$ cat src/rtl/sync_fifo_if.sv
// Handshake and status bundle for sync_fifo.
// master drives requests, slave is the FIFO side.
interface sync_fifo_if #(
  parameter int FIFO_WIDTH = 16
) ();
  logic                  wr_en;
  logic                  rd_en;
  logic [FIFO_WIDTH-1:0] data_in;
  logic [FIFO_WIDTH-1:0] data_out;
  logic                  wr_ack;
  logic                  overflow;
  logic                  underflow;
  logic                  full;
  logic                  almostfull;
  logic                  empty;
  logic                  almostempty;

  modport master (
    output wr_en, rd_en, data_in,
    input  data_out, wr_ack, overflow,
    input  underflow, full, almostfull,
    input  empty, almostempty
  );

  modport slave (
    input  wr_en, rd_en, data_in,
    output data_out, wr_ack, overflow,
    output underflow, full, almostfull,
    output empty, almostempty
  );
endinterface

$ cat src/rtl/sync_fifo.sv
// Single-clock FIFO with ack/overflow/underflow pulses and status flags.
// Define SYNC_FIFO_SVA_EN to compile internal assertions and covers.
module sync_fifo #(
  parameter int FIFO_WIDTH = 16,
  parameter int FIFO_DEPTH = 8
) (
  input logic         clk,
  input logic         rst_n,
  sync_fifo_if.slave  bus
);
  localparam int PW =
    ($clog2(FIFO_DEPTH) > 1) ? $clog2(FIFO_DEPTH) : 1;
  localparam int CW = $clog2(FIFO_DEPTH) + 1;
  localparam logic [PW-1:0] LAST = PW'(FIFO_DEPTH - 1);
  localparam logic [CW-1:0] DEP  = CW'(FIFO_DEPTH);

  logic [FIFO_WIDTH-1:0] mem_q [FIFO_DEPTH];

  logic [PW-1:0]         wr_ptr_q, wr_ptr_d;
  logic [PW-1:0]         rd_ptr_q, rd_ptr_d;
  logic [CW-1:0]         count_q, count_d;
  logic [FIFO_WIDTH-1:0] dout_q, dout_d;
  logic                  wr_ack_q, wr_ack_d;
  logic                  ovf_q, ovf_d;
  logic                  udf_q, udf_d;

  logic full, empty, wr_ok, rd_ok;

  function automatic logic [PW-1:0] nxt(
    input logic [PW-1:0] p
  );
    return (p == LAST) ? '0 : p + PW'(1);
  endfunction

  assign full  = (count_q == DEP);
  assign empty = (count_q == '0);
  assign wr_ok = bus.wr_en && !full;
  assign rd_ok = bus.rd_en && !empty;

  always_comb begin
    wr_ptr_d = wr_ptr_q;
    rd_ptr_d = rd_ptr_q;
    count_d  = count_q;
    dout_d   = dout_q;
    wr_ack_d = wr_ok;
    ovf_d    = bus.wr_en && full;
    udf_d    = bus.rd_en && empty;
    if (wr_ok) wr_ptr_d = nxt(wr_ptr_q);
    if (rd_ok) begin
      rd_ptr_d = nxt(rd_ptr_q);
      dout_d   = mem_q[rd_ptr_q];
    end
    unique case (1'b1)
      (wr_ok && !rd_ok): count_d = count_q + CW'(1);
      (rd_ok && !wr_ok): count_d = count_q - CW'(1);
      default:           count_d = count_q;
    endcase
  end

  always_ff @(posedge clk or negedge rst_n) begin
    if (!rst_n) begin
      wr_ptr_q <= '0;
      rd_ptr_q <= '0;
      count_q  <= '0;
      dout_q   <= '0;
      wr_ack_q <= 1'b0;
      ovf_q    <= 1'b0;
      udf_q    <= 1'b0;
    end else begin
      wr_ptr_q <= wr_ptr_d;
      rd_ptr_q <= rd_ptr_d;
      count_q  <= count_d;
      dout_q   <= dout_d;
      wr_ack_q <= wr_ack_d;
      ovf_q    <= ovf_d;
      udf_q    <= udf_d;
    end
  end

  // Storage is never reset; the pointers define what is valid.
  always_ff @(posedge clk) begin
    if (wr_ok) mem_q[wr_ptr_q] <= bus.data_in;
  end

  assign bus.data_out    = dout_q;
  assign bus.wr_ack      = wr_ack_q;
  assign bus.overflow    = ovf_q;
  assign bus.underflow   = udf_q;
  assign bus.full        = full;
  assign bus.empty       = empty;
  assign bus.almostfull  = (count_q == DEP - CW'(1));
  assign bus.almostempty = (count_q == CW'(1));

`ifdef SYNC_FIFO_SVA_EN
  a_cnt: assert property (@(posedge clk)
    disable iff (!rst_n) count_q <= DEP);
  a_fe: assert property (@(posedge clk)
    disable iff (!rst_n) !(full && empty));
  a_ovf: assert property (@(posedge clk)
    disable iff (!rst_n) ovf_q |-> $past(full));
  a_udf: assert property (@(posedge clk)
    disable iff (!rst_n) udf_q |-> $past(empty));
  a_ack: assert property (@(posedge clk)
    disable iff (!rst_n) !(wr_ack_q && ovf_q));
  c_full: cover property (@(posedge clk)
    disable iff (!rst_n) full);
  c_empty: cover property (@(posedge clk)
    disable iff (!rst_n) empty);
  c_wwrap: cover property (@(posedge clk)
    disable iff (!rst_n) wr_ok && wr_ptr_q == LAST);
  c_rwrap: cover property (@(posedge clk)
    disable iff (!rst_n) rd_ok && rd_ptr_q == LAST);
`endif
endmodule

$ cat src/flat_wrapper.sv
// flat-port wrapper written by rule: the top's interface ports become plain ports
module sync_fifo_flat 
#(
  parameter int FIFO_WIDTH = 16,
  parameter int FIFO_DEPTH = 8
)
  (clk, rst_n, bus_wr_en, bus_rd_en, bus_data_in, bus_data_out, bus_wr_ack, bus_overflow, bus_underflow, bus_full, bus_almostfull, bus_empty, bus_almostempty);
  sync_fifo_if #(.FIFO_WIDTH(FIFO_WIDTH)) bus_i ();
  input logic clk;
  input logic rst_n;
  input wire logic [$bits(bus_i.wr_en)-1:0] bus_wr_en;
  input wire logic [$bits(bus_i.rd_en)-1:0] bus_rd_en;
  input wire logic [$bits(bus_i.data_in)-1:0] bus_data_in;
  output wire logic [$bits(bus_i.data_out)-1:0] bus_data_out;
  output wire logic [$bits(bus_i.wr_ack)-1:0] bus_wr_ack;
  output wire logic [$bits(bus_i.overflow)-1:0] bus_overflow;
  output wire logic [$bits(bus_i.underflow)-1:0] bus_underflow;
  output wire logic [$bits(bus_i.full)-1:0] bus_full;
  output wire logic [$bits(bus_i.almostfull)-1:0] bus_almostfull;
  output wire logic [$bits(bus_i.empty)-1:0] bus_empty;
  output wire logic [$bits(bus_i.almostempty)-1:0] bus_almostempty;
  assign bus_i.wr_en = bus_wr_en;
  assign bus_i.rd_en = bus_rd_en;
  assign bus_i.data_in = bus_data_in;
  assign bus_data_out = bus_i.data_out;
  assign bus_wr_ack = bus_i.wr_ack;
  assign bus_overflow = bus_i.overflow;
  assign bus_underflow = bus_i.underflow;
  assign bus_full = bus_i.full;
  assign bus_almostfull = bus_i.almostfull;
  assign bus_empty = bus_i.empty;
  assign bus_almostempty = bus_i.almostempty;
  sync_fifo #(.FIFO_WIDTH(FIFO_WIDTH), .FIFO_DEPTH(FIFO_DEPTH)) u_core (.clk(clk), .rst_n(rst_n), .bus(bus_i));
endmodule
$ cat config.mk
export PLATFORM = sky130hd
export DESIGN_NAME = sync_fifo_flat
export DESIGN_NICKNAME = d
export VERILOG_FILES = /design/src/rtl/sync_fifo_if.sv /design/src/rtl/sync_fifo.sv /design/src/flat_wrapper.sv
export SDC_FILE = /design/constraint.sdc
export NUM_CORES = 1
export LEC_CHECK = 0
export ABC_AREA = 1
export BUFFER_PORTS_ARGS = -buffer_cell sky130_fd_sc_hd__buf_2
export CAP_MARGIN = 20
export CORE_ASPECT_RATIO = 0.75
export CORE_MARGIN = 5
export CORE_UTILIZATION = 45
export DETAILED_ROUTE_END_ITERATION = 7
export GPL_TIMING_DRIVEN = 0
export HOLD_SLACK_MARGIN = 0.03
export SLEW_MARGIN = 30
export SYNTH_ARGS = -nofsm -noshare
export SYNTH_HDL_FRONTEND = slang
export SYNTH_SLANG_ARGS = --single-unit
$ cat constraint.sdc
create_clock -name clk -period 3.1 [get_ports clk]
set_input_delay 0.465 -clock clk [delete_from_list [all_inputs] [get_ports clk]]
set_output_delay 0.465 -clock clk [all_outputs]
set_load 0.02 [all_outputs]
Word-level counts from Yosys, hierarchy flattened:

Memories as Yosys holds them, arrays and structs flattened. A register that Yosys moved wholly into a read port is not among the register bits.
Cells that the tools add are included.

* bits in registers: 13
* memories kept: 1
* memory bits (writable): 128
* bits of input ports: 20
* output and inout bits: 23
* word-level logic and storage cells: 34

* equality and inequality tests: 5
* mux-type cells: 5
* add/subtract/negate cells: 4
* reduce and logical (&&, ||, !) cells: 13

Memories
* u_core.mem_q: depth 8, bits a word 16, read ports 1, clocked after memory_dff 1, wr ports 1, line sync_fifo.sv:17 `logic [FIFO_WIDTH-1:0] mem_q [FIFO_DEPTH];`

Operators with widths (count)
* $pmux W4 S2: 1
* $add A3 B1 Y3 const B: 2
* $eq A3 B3 Y1 const B: 2
* $logic_and A1 B1 Y1: 6
* $mux W3: 2
* $logic_not A1 Y1: 5
* $add A4 B1 Y4 const B: 1
* $eq A4 B1 Y1 const B: 1
* $eq A4 B3 Y1 const B: 1
* $eq A4 B4 Y1 const B: 1
* $logic_not A4 Y1: 1
* $sub A4 B1 Y4 const B: 1
* $mux W1: 2
* $reduce_bool A2 Y1: 1

Depth between registers and ports, before layout:

Gate-level depths: netlist of run 1.

* depth in word-level cells: 6
* mapped depth: 13
* mapped depth without buffers: 13

Worst setup path after synthesis of run 1:

OpenSTA, ideal clock, no wires.

* path type: register to register
* from: reg u_core.count_q[0]
* to: mem u_core.mem_q[0][0], enable pin
* library setup time: 388 ps
* data required time: 2712 ps
* arrival time: 1808 ps
* clock period less this slack: 2197 ps
* buffers on the path: 0
* slack: 903 ps
* stages on the path, launching flop included: 8
* path through: dfrtp_1 -> inv_1 -> ha_1 -> nand3_2 -> inv_2 -> nor2_8 -> nand2_1 -> nor2_1

* word-level cells in the longest chain between the ends: 5

RTL lines
* start, declared: line sync_fifo.sv:21 `logic [CW-1:0] count_q, count_d;`
* start signal, assigned: line sync_fifo.sv:72 `count_q <= count_d;`
* $eq A4 B4 Y1: line sync_fifo.sv:35 `assign full = (count_q == DEP);`
* net bus_full: line flat_wrapper.sv:18 `output wire logic [$bits(bus_i.full)-1:0] bus_full;`
* $logic_not A1 Y1: line sync_fifo.sv:37 `assign wr_ok = bus.wr_en && !full;`
* $logic_and A1 B1 Y1: line sync_fifo.sv:37
* net u_core.wr_ack_d: line sync_fifo.sv:23 `logic wr_ack_q, wr_ack_d;`
* $mux W1: line sync_fifo.sv:82 `if (wr_ok) mem_q[wr_ptr_q] <= bus.data_in;`
* $mux W1 (implied by the code): line sync_fifo.sv:82
* end, declared: line sync_fifo.sv:17

The timed path passes the listed nets, and every way through them passes these cells.

Worst setup path in the final report of run 1:

* from: reg u_core.count_q[0]
* to: mem u_core.mem_q[6][8], enable pin

* word-level cells in the longest chain between the ends: 5

RTL lines (line)
* $eq A4 B4 Y1: sync_fifo.sv:35
* $logic_not A1 Y1: sync_fifo.sv:37
* $logic_and A1 B1 Y1: sync_fifo.sv:37
* net u_core.wr_ack_d: sync_fifo.sv:23
* $mux W1: sync_fifo.sv:82
* $mux W1 (implied by the code): sync_fifo.sv:82

The timed path passes the listed nets, and every way through them passes these cells.

==> run summary, run 1 <==
Ant. Diodes -> 0
Max VDD drop -> 0.4394 mV
Total Routing Usage GR -> 0.1914
drt first pass iters -> 5
Reg area -> 0.004569 mm2
Slew headroom -> 0.4673
Detailed Route WL -> 16,080 um
die height -> 116.2 um
Synth top area share -> 0.5682
total CTS buffers -> 17
post-CTS setup buffer count -> 0
drt drc -> 0
initial drt markers -> 309
minimum clock period -> 2.337 ns
Final nets -> 737
Net Count, Synth -> 676
unrepaired setup endpoints after global routing -> no
multi-input logic area -> 0.001632 mm2
Final HPWL DP -> 9848 um
final worst-path cycle share -> 0.7537
Routed Antenna Nets -> 0
final cell count without fillers -> 922
via/cell ratio -> 4.885
post-synthesis sequential area ratio -> 0.6754
Initial Utilization -> 0.4635
total power -> 0.007474 W
Finished Cell Area -> 0.007836 mm2
P per Cell Area -> 953.7 mW/mm2
clk_skew -> 0.008274 ns
HP Class -> in -> async
Final Slew Violations -> 0
area of the core -> 0.01460 mm2
post-synth cell types -> 25
Synth Area per Inst -> 10.44 um2
# fillers -> 1,272
pin count of the biggest net entering global routing -> 30
vias in the first global route -> 4,252
clk_lat worst skew -> 0.42 ns
Placed Instances -> 890
Post-Synthesis Cells -> 648
CP endpoint kind -> flip-flop
CTS tree -> built
Post-CTS Resized -> 0
Slew @ Worst Pin -> 0.7990 ns
largest cells by area after synthesis -> edfxtp_1 (57%), nand2_1 (11%), dfrtp_1 (11%)
PortBufs -> 42
Max Clk Rate -> 428.0 MHz
Syn-to-layout area delta -> 15.83%
die area -> 0.01761 mm2
WL per Instance -> 17.44 um
Arrival @ worst endpoint -> 2.39 ns
GR Overflow Total -> 0
Mapped Area -> 0.006765 mm2
Ys Warns -> 0
Clock Sinks -> 157
# rows -> 38
hold_ws -> 0.1293 ns
status -> complete, no violations
area leader, netlist -> edfxtp_1
# setup viols final -> 0
critical path class -> reg -> reg
share of layout cells above drive strength 1 -> 0.1620
Clk pin slew, worst setup/hold paths -> 0.06 ns
CTS Buffer Depth -> 2
first-pass GRT wire length -> 24,470 um
CP max FO -> 16
#FFs+latches synth -> 157
final hold violations -> 0
CP Launch Type -> flip-flop
gpl congestion -> 0.7795
placed instance area -> 0.007276 mm2
clock root buffer -> clkbuf_16
hold-fix buffer count after cts -> 0
Die X-Extent -> 151.6 um
H-tree levels -> 4
I/O pin count -> 43
Leakage -> 3.527 nW
initial antenna violation count -> 1
TNS Setup -> 0 ns
routed vias -> 4,504
total of max-cap violations -> 0
worst path required time -> 3.15 ns
kinds of logic (layout without fill, tap and decap cells):
| family | count (synthesis) | in the layout | share of synthesized area |
|---|---|---|---|
| buffers and inverters | 145 | 219 | 0.09081 |
| AO/OA/AOI/OAI | 11 | 11 | 0.008323 |
| AND/OR/NAND/NOR | 324 | 324 | 0.2068 |
| adder cells (fa/ha/maj) | 8 | 8 | 0.01480 |
| flip-flops | 157 | 157 | 0.6754 |
| XOR/XNOR | 3 | 3 | 0.003885 |
registers in the layout, summed over array words and instances (netlist names):
signal                cells
u_core.rd_ptr_q           3
u_core.bus.overflow       1
u_core.bus.data_out      16
u_core.bus.wr_ack         1
u_core.bus.underflow      1
u_core.mem_q            128
u_core.wr_ptr_q           3
u_core.count_q            4
placed cells by master (no fill, tap or decap), drive strengths merged:
cell type,count
o22ai,1
xnor2,2
nor2,14
a21oi,2
xor2,1
buf,67
ha,8
nand2,208
clkinv,6
nand4,1
inv,123
nor3b,1
bufinv,1
o21ai,8
edfxtp,128
clkbuf,19
nand3,100
clkinvlp,3
dfrtp,29
path summary, 6_finish.rpt:
check / endpoint / cells after the start / start / slack (ns)
worst max register to register: u_core.mem_q[6][8]$_DFFE_PP_ / 7 / u_core.count_q[0]$_DFFE_PN0P_ / 0.76
max in group asynchronous: u_core.rd_ptr_q[2]$_DFFE_PN0P_ / 1 / rst_n / 2.46
worst min-delay path: u_core.bus.data_out[11]$_DFFE_PN0P_ / 1 / rst_n / 0.13
min in group clk: u_core.bus.underflow$_DFF_PN0_ / 3 / bus_rd_en / 0.29
worst min register to register: u_core.bus.data_out[14]$_DFFE_PN0P_ / 2 / u_core.bus.data_out[14]$_DFFE_PN0P_ / 0.47
worst max-delay path: u_core.mem_q[6][8]$_DFFE_PP_ / 7 / u_core.count_q[0]$_DFFE_PN0P_ / 0.76
synth_stat cells, drive strengths merged:
cell type    n
a21oi        2
buf         25
clkbuf       2
clkinv       1
dfrtp       29
edfxtp     128
ha           8
inv        117
nand2      208
nand3      100
nand4        1
nor2        14
nor3b        1
o21ai        8
o22ai        1
xnor2        2
xor2         1
through the flow:
stage	worst slack (ns)	utilization
after detailed placement	0.7433	0.4985
after CTS	0.7106	0.5369
after floorplan	0.9033	-
after global routing	0.6304	0.5369
after global placement	0.06136	0.4950
final	0.7634	0.5369
critical path, cell delays in order (launching register included):
cell,delay (ns)
dfrtp_1,0.44
inv_1,0.08
ha_1,0.25
nand3_2,0.11
inv_2,0.06
nor2_8,0.14
nand2_1,0.25
nor2_4,0.62
per-layer routing:
layer | vias up | routed length [um] | GRT usage
met5 | - | 13 | 0
met4 | 2 | 112 | 0.04967
met2 | 145 | 7339 | 0.2965
met3 | 15 | 1115 | 0.04500
li1 | 2197 | - | -
met1 | 2145 | 7503 | 0.2752
layout make-up:
type / instances / area share
Multi-Input combinational cell: 346 / 0.2082
Buffer: 27 / 0.02187
Timing Repair Buffer: 42 / 0.02682
Inverter: 118 / 0.05652
Clock inverter: 15 / 0.01724
Sequential cell: 157 / 0.5831
Tap cell: 200 / 0.03193
Clock buffer: 17 / 0.05429
power breakdown:
part           total, W  switching, W  internal, W
Sequential      0.00288      0.000169      0.00271
Clock           0.00198      0.000870      0.00111
Combinational   0.00261       0.00182     0.000789
No activity file was read; power rests on OpenSTA's default activity.
==> run 2: changes to the inputs <==
==> constraint.sdc (replaced) <==
create_clock -name clk -period 2.15 [get_ports clk]
set_input_delay 0.3225 -clock clk [delete_from_list [all_inputs] [get_ports clk]]
set_output_delay 0.3225 -clock clk [all_outputs]
set_load 0.02 [all_outputs]
==> run summary, run 2 (synthesis gave the netlist of run 1 again) <==
Seq pwr share -> 0.378
Comb pwr share -> 0.362
HP Class -> in -> reg
Routed Antenna Nets -> 0
WL per Instance -> 17.74 um
Initial Utilization -> 0.4635
initial antenna violation count -> 1
I/O pin count -> 43
Ant. Diodes -> 0
final core occ -> 0.5524
Leakage -> 3.617 nW
drt drc -> 0
pin count of the biggest net entering global routing -> 30
CP endpoint kind -> flip-flop
Buf/Inv on CP -> 4
Placed Instances -> 890
R2R cell count -> 11
Clock Sinks -> 157
CP Launch Type -> flip-flop
clk_lat worst skew -> 0.42 ns
Max VDD drop -> 0.6297 mV
Slew @ Worst Pin -> 0.8139 ns
CP max FO -> 10
Psw -> 0.004189 W
Die X-Extent -> 151.6 um
P per Cell Area -> 1364 mW/mm2
Clk pwr share -> 0.260
total CTS buffers -> 17
largest reg by FF count -> u_core.mem_q
Detailed Route WL -> 16,590 um
area of the core -> 0.01460 mm2
minimum clock period -> 2.004 ns
Min-Delay Endpoint -> u_core.bus.underflow$_DFF_PN0_
Int Pwr -> 0.006807 W
Final Slew Violations -> 0
die height -> 116.2 um
max reg flops -> 128
Final HPWL DP -> 9848 um
PortBufs -> 42
# setup viols final -> 0
# rows -> 38
routed vias -> 4,596
Clk pin slew, worst setup/hold paths -> 0.06 ns
gpl congestion -> 0.7795
hold depth -> 3
Total Routing Usage GR -> 0.1972
clock root buffer -> clkbuf_16
GR Overflow Total -> 0
TNS Setup -> 0 ns
first-pass GRT wire length -> 25,140 um
most frequent cells in the layout -> nand2_1 (207), edfxtp_1 (128), inv_1 (110)
unrepaired setup endpoints after global routing -> no
# fillers -> 1,249
die area -> 0.01761 mm2
crit-path max cell delay -> 0.42 ns
worst r2r src -> u_core.count_q[1]$_DFFE_PN0P_
R2R Setup Slk -> 0.15 ns
Syn-to-layout area delta -> 19.18%
Min-Delay Startpoint -> bus_rd_en
initial drt markers -> 370
via/cell ratio -> 4.916
vias in the first global route -> 4,372
status -> complete, no violations
Worst R2R End -> u_core.count_q[2]$_DFFE_PN0P_
Worst path top cell family by delay -> adder cells
total power -> 0.01100 W
Slowest cell on crit path -> dfrtp_1
total of max-cap violations -> 0
Max Clk Rate -> 499.1 MHz
CP cell instances -> inv_1, ha_4, nand3_2, nand2_4, inv_2, buf_6, ha_4, a21oi_1, o21ai_0, xor2_1, inv_1
critical path class -> reg -> reg
most common cell after layout, fill and taps aside -> nand2_1
CTS tree -> built
final worst-path cycle share -> 0.9319
share of layout cells above drive strength 1 -> 0.1796
switching share of power -> 0.3810
final cell count without fillers -> 935
CTS Buffer Depth -> 2
final hold violations -> 0
clk_skew -> 0.009249 ns
Slew headroom -> 0.4574
Arrival @ worst endpoint -> 2.31 ns
drt first pass iters -> 5
worst path required time -> 2.46 ns
H-tree levels -> 4
Final nets -> 750
==> run 2: cell types whose count changed in the layout (fill, tap and decap cells not counted), sizes merged <==
| cell | change |
|---|---|
| buf | +12 |
| dlygate4sd3 | +1 |
==> run 2: metal layers <==
layer / wire, um / track usage
met1: 7445 / 0.2760
met3: 1356 / 0.04849
met5: 13 / 0
met4: 233 / 0.05446
met2: 7540 / 0.3110
==> run 2: worst min-delay path, stage by stage <==
cell    delay [ns]
buf_2         0.12
inv_1         0.05
nor2_1        0.04
==> run 2: layout make-up <==
type | count | area (um2) | area share
Sequential cell | 157 | 4571 | 0.5669
Multi-Input combinational cell | 346 | 1657 | 0.2055
Inverter | 118 | 442.9 | 0.05493
Clock buffer | 17 | 425.4 | 0.05276
Timing Repair Buffer | 55 | 410.4 | 0.05090
Tap cell | 200 | 250.2 | 0.03104
Buffer | 27 | 171.4 | 0.02126
Clock inverter | 15 | 135.1 | 0.01676
==> run 2: power groups by stage <==
stage / clock (W) / sequential, W / combinational [W]
final: 0.00286 / 0.00415 / 0.00399
after global routing: 0.00303 / 0.00421 / 0.00442
after CTS: 0.00289 / 0.00415 / 0.00397
after detailed placement: 0 / 0.00421 / 0.00377
after global placement: 0 / 0.00419 / 0.00362
after floorplan: 0 / 0.00437 / 0.00227
==> run 2: how the worst max path moves through the flow <==
stage / depth (start not counted) / endpoint / slack (ns) / start
floorplan: 7 / u_core.mem_q[0][0]$_DFFE_PP_ / -0.05 / u_core.count_q[0]$_DFFE_PN0P_
global placement: 7 / u_core.mem_q[6][14]$_DFFE_PP_ / -0.89 / u_core.count_q[0]$_DFFE_PN0P_
detailed placement: 7 / u_core.mem_q[6][14]$_DFFE_PP_ / -0.21 / u_core.count_q[0]$_DFFE_PN0P_
CTS: 11 / u_core.count_q[2]$_DFFE_PN0P_ / 0.08 / u_core.count_q[0]$_DFFE_PN0P_
global route: 11 / u_core.count_q[2]$_DFFE_PN0P_ / 0.03 / u_core.count_q[1]$_DFFE_PN0P_
finish: 11 / u_core.count_q[2]$_DFFE_PN0P_ / 0.15 / u_core.count_q[1]$_DFFE_PN0P_
==> run 2: metrics by stage <==
stage          cell area (um2)  hold WS [ns]  worst slack, ns
2_1_floorplan             6765       0.02691         -0.04665
3_3_place_gp              7226        0.4439          -0.8886
3_5_place_dp              7276        0.4543          -0.2067
4_1_cts                   8049        0.1321          0.08177
5_1_grt                   8063        0.1503          0.03257
6_report                  8063        0.1447           0.1463
==> run 2: what timing repair did <==
item                                    4_1_cts  5_1_grt
hold buffers                                  1        0
gates cloned                                  0        0
endpoints found under the hold margin        29        0
endpoints found under the setup margin      130       20
pin swaps                                     9        0
setup buffers                                12        0
gates resized for setup                       1        3
